==> config.mk <==
export PLATFORM = sky130hd
export DESIGN_NAME = xnorpop_dot_sequencer
export DESIGN_NICKNAME = d
export VERILOG_FILES = /design/src/rtl/xnorpop_pkg.sv /design/src/rtl/xnorpop_dot_sequencer_popcount.sv /design/src/rtl/xnorpop_dot_sequencer.sv
export SDC_FILE = /design/constraint.sdc
export NUM_CORES = 1
export LEC_CHECK = 0
export ABC_AREA = 1
export CORE_UTILIZATION = 50
export CTS_BUF_LIST = sky130_fd_sc_hd__clkbuf_2
export DETAILED_ROUTE_END_ITERATION = 10
export DONT_BUFFER_PORTS = 1
export SYNTH_ARGS = -nofsm -noshare
export SYNTH_HDL_FRONTEND = slang
export SYNTH_HIERARCHICAL = 1
export SYNTH_SLANG_ARGS = --single-unit
==> constraint.sdc <==
create_clock -name clk -period 14.25 [get_ports clk]
set_clock_uncertainty 0.15 [all_clocks]
set_input_delay 0.7125 -clock clk [delete_from_list [all_inputs] [get_ports clk]]
set_output_delay 0.7125 -clock clk [all_outputs]
set_load 0.1 [all_outputs]
==> src/rtl/xnorpop_pkg.sv <==
// Shared constants, FSM encoding and dot-product helper for the XNOR-popcount sequencer.
// Latency: n/a (declarations only).
// Backpressure: n/a.
package xnorpop_pkg;

    localparam int VEC_W  = 128;
    localparam int POP_W  = 8;
    localparam int CALC_W = 32;

    typedef enum logic [1:0] {
        IDLE  = 2'd0,
        RUN   = 2'd1,
        DRAIN = 2'd2,
        DONE  = 2'd3
    } seq_state_t;

    // Bipolar dot product from a match count: matches count +1, mismatches -1.
    // Computed wide; callers truncate to their own result width.
    function automatic logic signed [CALC_W:0] dot_from_pop(
        input logic [CALC_W-1:0] pop,
        input logic [CALC_W-1:0] len
    );
        logic signed [CALC_W:0] pop_x2;
        logic signed [CALC_W:0] bits_total;
        pop_x2     = $signed({pop, 1'b0});
        bits_total = $signed({len[CALC_W-7:0], 7'd0});
        return pop_x2 - bits_total;
    endfunction

endpackage

==> src/rtl/xnorpop_dot_sequencer_popcount.sv <==
// popcount_mimic_circuit: counts matching bit positions (XNOR popcount) of two 128-bit words.
// Latency: purely combinational.
// Backpressure: none; output follows inputs.
module popcount_mimic_circuit
    import xnorpop_pkg::*;
(
    input  logic [VEC_W-1:0] x,
    input  logic [VEC_W-1:0] y,
    output logic [POP_W-1:0] pop
);

    logic [VEC_W-1:0] match;

    always_comb begin
        match = ~(x ^ y);
        pop   = '0;
        for (int i = 0; i < VEC_W; i++) begin
            pop = pop + POP_W'(match[i]);
        end
    end

endmodule

==> src/rtl/xnorpop_dot_sequencer.sv <==
// Streams len word pairs through one popcount datapath and returns total matches and the +/-1 dot product.
// Latency: result valid two cycles after the final word handshake (one cycle after start for len=0).
// Backpressure: one word per cycle while RUN; result held in DONE until out_ready; abort blocks both ready outputs.
module xnorpop_dot_sequencer
    import xnorpop_pkg::*;
#(
    parameter  int LEN_W = 8,
    localparam int ACC_W = LEN_W + 8
) (
    input  logic             clk,
    input  logic             rst_n,
    input  logic             abort,
    input  logic             start,
    output logic             start_ready,
    input  logic [LEN_W-1:0] start_len,
    input  logic             in_valid,
    output logic             in_ready,
    input  logic [VEC_W-1:0] in_x,
    input  logic [VEC_W-1:0] in_y,
    output logic             out_valid,
    input  logic             out_ready,
    output logic [ACC_W-1:0] out_pop,
    output logic [ACC_W:0]   out_dot,
    output logic             busy
);

    seq_state_t       state;
    logic [LEN_W-1:0] len_q;
    logic [LEN_W-1:0] beat;
    logic [VEC_W-1:0] s1_x;
    logic [VEC_W-1:0] s1_y;
    logic             s1_vld;
    logic [ACC_W-1:0] acc;
    logic [ACC_W-1:0] acc_next;
    logic [POP_W-1:0] word_pop;
    logic [ACC_W:0]   dot_next;
    logic             start_hs;
    logic             in_hs;
    logic             out_hs;

    popcount_mimic_circuit u_popcount (
        .x   (s1_x),
        .y   (s1_y),
        .pop (word_pop)
    );

    assign start_ready = (state == IDLE) && !abort;
    assign in_ready    = (state == RUN) && (beat < len_q) && !abort;
    assign busy        = (state != IDLE);

    assign start_hs = start && start_ready;
    assign in_hs    = in_valid && in_ready;
    assign out_hs   = out_valid && out_ready;

    // Stage 2: the popcount of the word registered last cycle joins the running sum.
    assign acc_next = acc + (s1_vld ? ACC_W'(word_pop) : ACC_W'(0));
    assign dot_next = (ACC_W+1)'(dot_from_pop(CALC_W'(acc_next), CALC_W'(len_q)));

    always_ff @(posedge clk or negedge rst_n) begin
        if (!rst_n) begin
            state     <= IDLE;
            len_q     <= '0;
            beat      <= '0;
            s1_x      <= '0;
            s1_y      <= '0;
            s1_vld    <= 1'b0;
            acc       <= '0;
            out_valid <= 1'b0;
            out_pop   <= '0;
            out_dot   <= '0;
        end else if (abort) begin
            state     <= IDLE;
            beat      <= '0;
            s1_vld    <= 1'b0;
            acc       <= '0;
            out_valid <= 1'b0;
        end else begin
            s1_vld <= in_hs;
            acc    <= acc_next;
            if (in_hs) begin
                s1_x <= in_x;
                s1_y <= in_y;
                beat <= beat + LEN_W'(1);
            end

            case (state)
                IDLE: begin
                    if (start_hs) begin
                        len_q <= start_len;
                        beat  <= '0;
                        acc   <= '0;
                        if (start_len == '0) begin
                            state     <= DONE;
                            out_valid <= 1'b1;
                            out_pop   <= '0;
                            out_dot   <= '0;
                        end else begin
                            state <= RUN;
                        end
                    end
                end
                RUN: begin
                    if (in_hs && (beat == len_q - LEN_W'(1))) begin
                        state <= DRAIN;
                    end
                end
                DRAIN: begin
                    state     <= DONE;
                    out_valid <= 1'b1;
                    out_pop   <= acc_next;
                    out_dot   <= dot_next;
                end
                DONE: begin
                    if (out_hs) begin
                        state     <= IDLE;
                        out_valid <= 1'b0;
                    end
                end
                default: state <= IDLE;
            endcase
        end
    end

endmodule

==> results.cfg <==
[status]
status = complete, no violations

[global_route]
grt-ovfl-total = 0
grt_first_pass_wirelength_um = 71200
grt_max_degree = 319
number_of_antenna_violations_at_the_first_check_in_global_routing = 1
grt_pass1_vias = 14296
grt_util_all_layers = 0.250

[route]
route.met2.wl_um = 21400
post_drt_wl_per_cell_um = 15.6
detailroute.wirelength.met3_um = 2440
drt-total-wl_um = 44300
dr.max_layer_used = met4
post-route-drc-count = 0
route.layer.met1.wl_um = 19400
antenna_nets_post_route = 0
drt_pass1_iterations = 5
first_iter_violations = 629
routed-via-count = 13685
route.detailed.vias_per_inst = 4.83

[setup_path]
timing_worst_setup_path_type = reg2reg
critPathLaunchType = flop
timing.critical_path.mode_cell = fa_1
crit_path_max_fo = 4
cp.arrival_ns = 10.68
crit_path_max_delay_cell_type = fa_1
worstPathRequired_ns = 14.97
crit_end_element = flop
worst_path_largest_cell_delay_ns = 0.56

[sta]
fin_tns_setup_ns = 0
final-max-slew-violation-count = 0
fin_crit_sh = 0.699
final-setup-viol-count = 0
worst_slack_ns = 4.29
timing.final.hold_violations = 0
min_period_ns = 9.96
worst_pin_slew_ns = 1.07
unrepaired_setup_endpoints_after_global_routing = false
slew_headroom = 0.283
fmax_mhz = 100

[layout]
multi_input_comb_area_sq_mm = 0.00890
filler_free_cell_count_of_the_finished_design = 2834
final.fill_count = 2971
area_delta_synth_final_pct = 22.1
regArea_sq_mm = 0.00797
layout.nets = 2763
layout_cell_share_with_drive_strength_beyond_1 = 0.0715

[placed_design]
dp_slack_ns = 4.28
gp_routability_congestion = 0.908
port_buffers = 0
estimated_wirelength_of_the_detail_placed_design_um = 29800
placed_cells = 2404

[synth]
synth_top_area_frac = 0.445
most_frequent_cells_after_synthesis = 930 x nand2_1, 318 x dfrtp_1, 182 x inv_1
synth_edf_count = 0
synthesis.yosys.warnings = 6
synthMostInstantiatedCell = nand2_1
ys_seq_elements = 318
nets_in_the_synthesized_netlist = 2460
synth-async-reset-ratio = 1.00
synthesis.area_sq_mm = 0.0179
seq_area_frac_synth = 0.445
syn-mean-instance-area_sq_um = 8.86
ys_top_cells_by_area = dfrtp_1 45%, nand2_1 20%, fa_1 13%
yosysUniqueCellTypes = 44
synth_flop_cell = dfrtp_1
synthDominantAreaCellType = dfrtp_1
synthesis.instances = 2018

[die]
top_level_port_count = 307
start_util = 0.513
design.die.area_sq_mm = 0.0365
core_area_sq_mm = 0.0349
chipHeight_um = 191
fp-row-count = 68
die_w_um = 191

[clock_tree]
tritoncts = done
post-cts-setup-buffer-count = 0
clock_tree.buffer_depth = 3
cts-resized-gates = 0
cts_made_buffers = 86
clock_tree.root_cell = clkbuf_2
clk-insertion-delay-late_ns = 0.96
worst_setup_hold_path_clk_slew_ns = 0.12
clock_tree.htree_level_count = 3
clock-sinks = 318

[hold_path]
min-delay-path-class = in2async

[job]
cap_violations = 0
layout by cell type, fill, tap and decap left out, drive strengths merged, types with 2 or more instances in the layout:
| master | count |
|---|---|
| a22o | 2 |
| xnor2 | 84 |
| o21bai | 2 |
| a21o | 2 |
| nand4 | 4 |
| fa | 117 |
| nor2 | 58 |
| nor3 | 5 |
| clkbuf | 119 |
| dlygate4sd3 | 281 |
| clkinv | 21 |
| a21oi | 25 |
| nand3 | 29 |
| diode | 2 |
| or2 | 4 |
| nand2 | 933 |
| bufinv | 2 |
| buf | 5 |
| nor4 | 3 |
| o21ai | 37 |
| dfrtp | 318 |
| ha | 55 |
| inv | 188 |
| xor2 | 70 |
| a211oi | 3 |
through the flow:
step	hold WS, ns	cell area, sq um	util
finish	0.144	21800	0.626
global route	0.0227	21800	0.626
CTS	0.00217	21800	0.624
detailed placement	0.275	18200	0.521
global placement	0.275	18200	0.521
floorplan	0.267	17900	-
metal layers:
layer | vias up | track usage
li1 | 6711 | -
met5 | - | 0
met3 | 76 | 0.0567
met4 | 0 | 0.0809
met1 | 6495 | 0.324
met2 | 403 | 0.415
final timing paths:
kind,from,endpoint,slack [ns],cells past startpoint
max,s1_y[65],out_dot[13],4.29,41
min,rst_n,out_dot[8],0.14,2
max reg2reg,s1_y[65],out_dot[13],4.29,41
min reg2reg,s1_y[64],s1_y[64],0.35,2
max in group asynchronous,rst_n,s1_x[39],12.18,4
min in group clk,start_len[3],state[1],0.16,6
critical path: cells and delay by family, from the launching register on:
family                     cells  cell delay [ns]
AOI/OAI and AO/OA              3             0.47
and+or+nand+nor               14             1.10
DFF                            1             0.43
buffers and inverters          7             0.45
xor gates and xnor gates       3             0.82
adders and majority gates     14             6.47
flip-flops by register name, summed over array words and instances (netlist names):
register and cells:
s1_x 128, len_q 8, s1_vld 1, out_pop 16, state 2, out_dot 10
s1_y 128, beat 8, out_valid 1, acc 16
area by class of cell:
cell class / count / area share
Clock buffer: 119 / 0.0273
Tap cell: 455 / 0.0261
Antenna cell: 2 / 0.000229
Timing Repair Buffer: 286 / 0.134
Clock inverter: 25 / 0.00774
Sequential cell: 318 / 0.365
Multi-Input combinational cell: 1442 / 0.408
Inverter: 187 / 0.0325
cell families after synthesis:
| group | after synthesis | synth area share |
|---|---|---|
| compound gates | 77 | 0.0265 |
| xor+xnor | 154 | 0.0754 |
| fa+ha+maj | 172 | 0.169 |
| buf+inv | 258 | 0.0577 |
| flops | 318 | 0.445 |
| other cells | 1 | 0.000210 |
| simple gates | 1038 | 0.226 |
timing repair:
action	CTS	global route
hold buffers	282	0
hold endpoints to repair	591	0
setup endpoints to repair	0	0
Power is left out: the tool's default activity adds up to more than one toggle a clock period on the data nets, which glitch-free logic cannot reach.
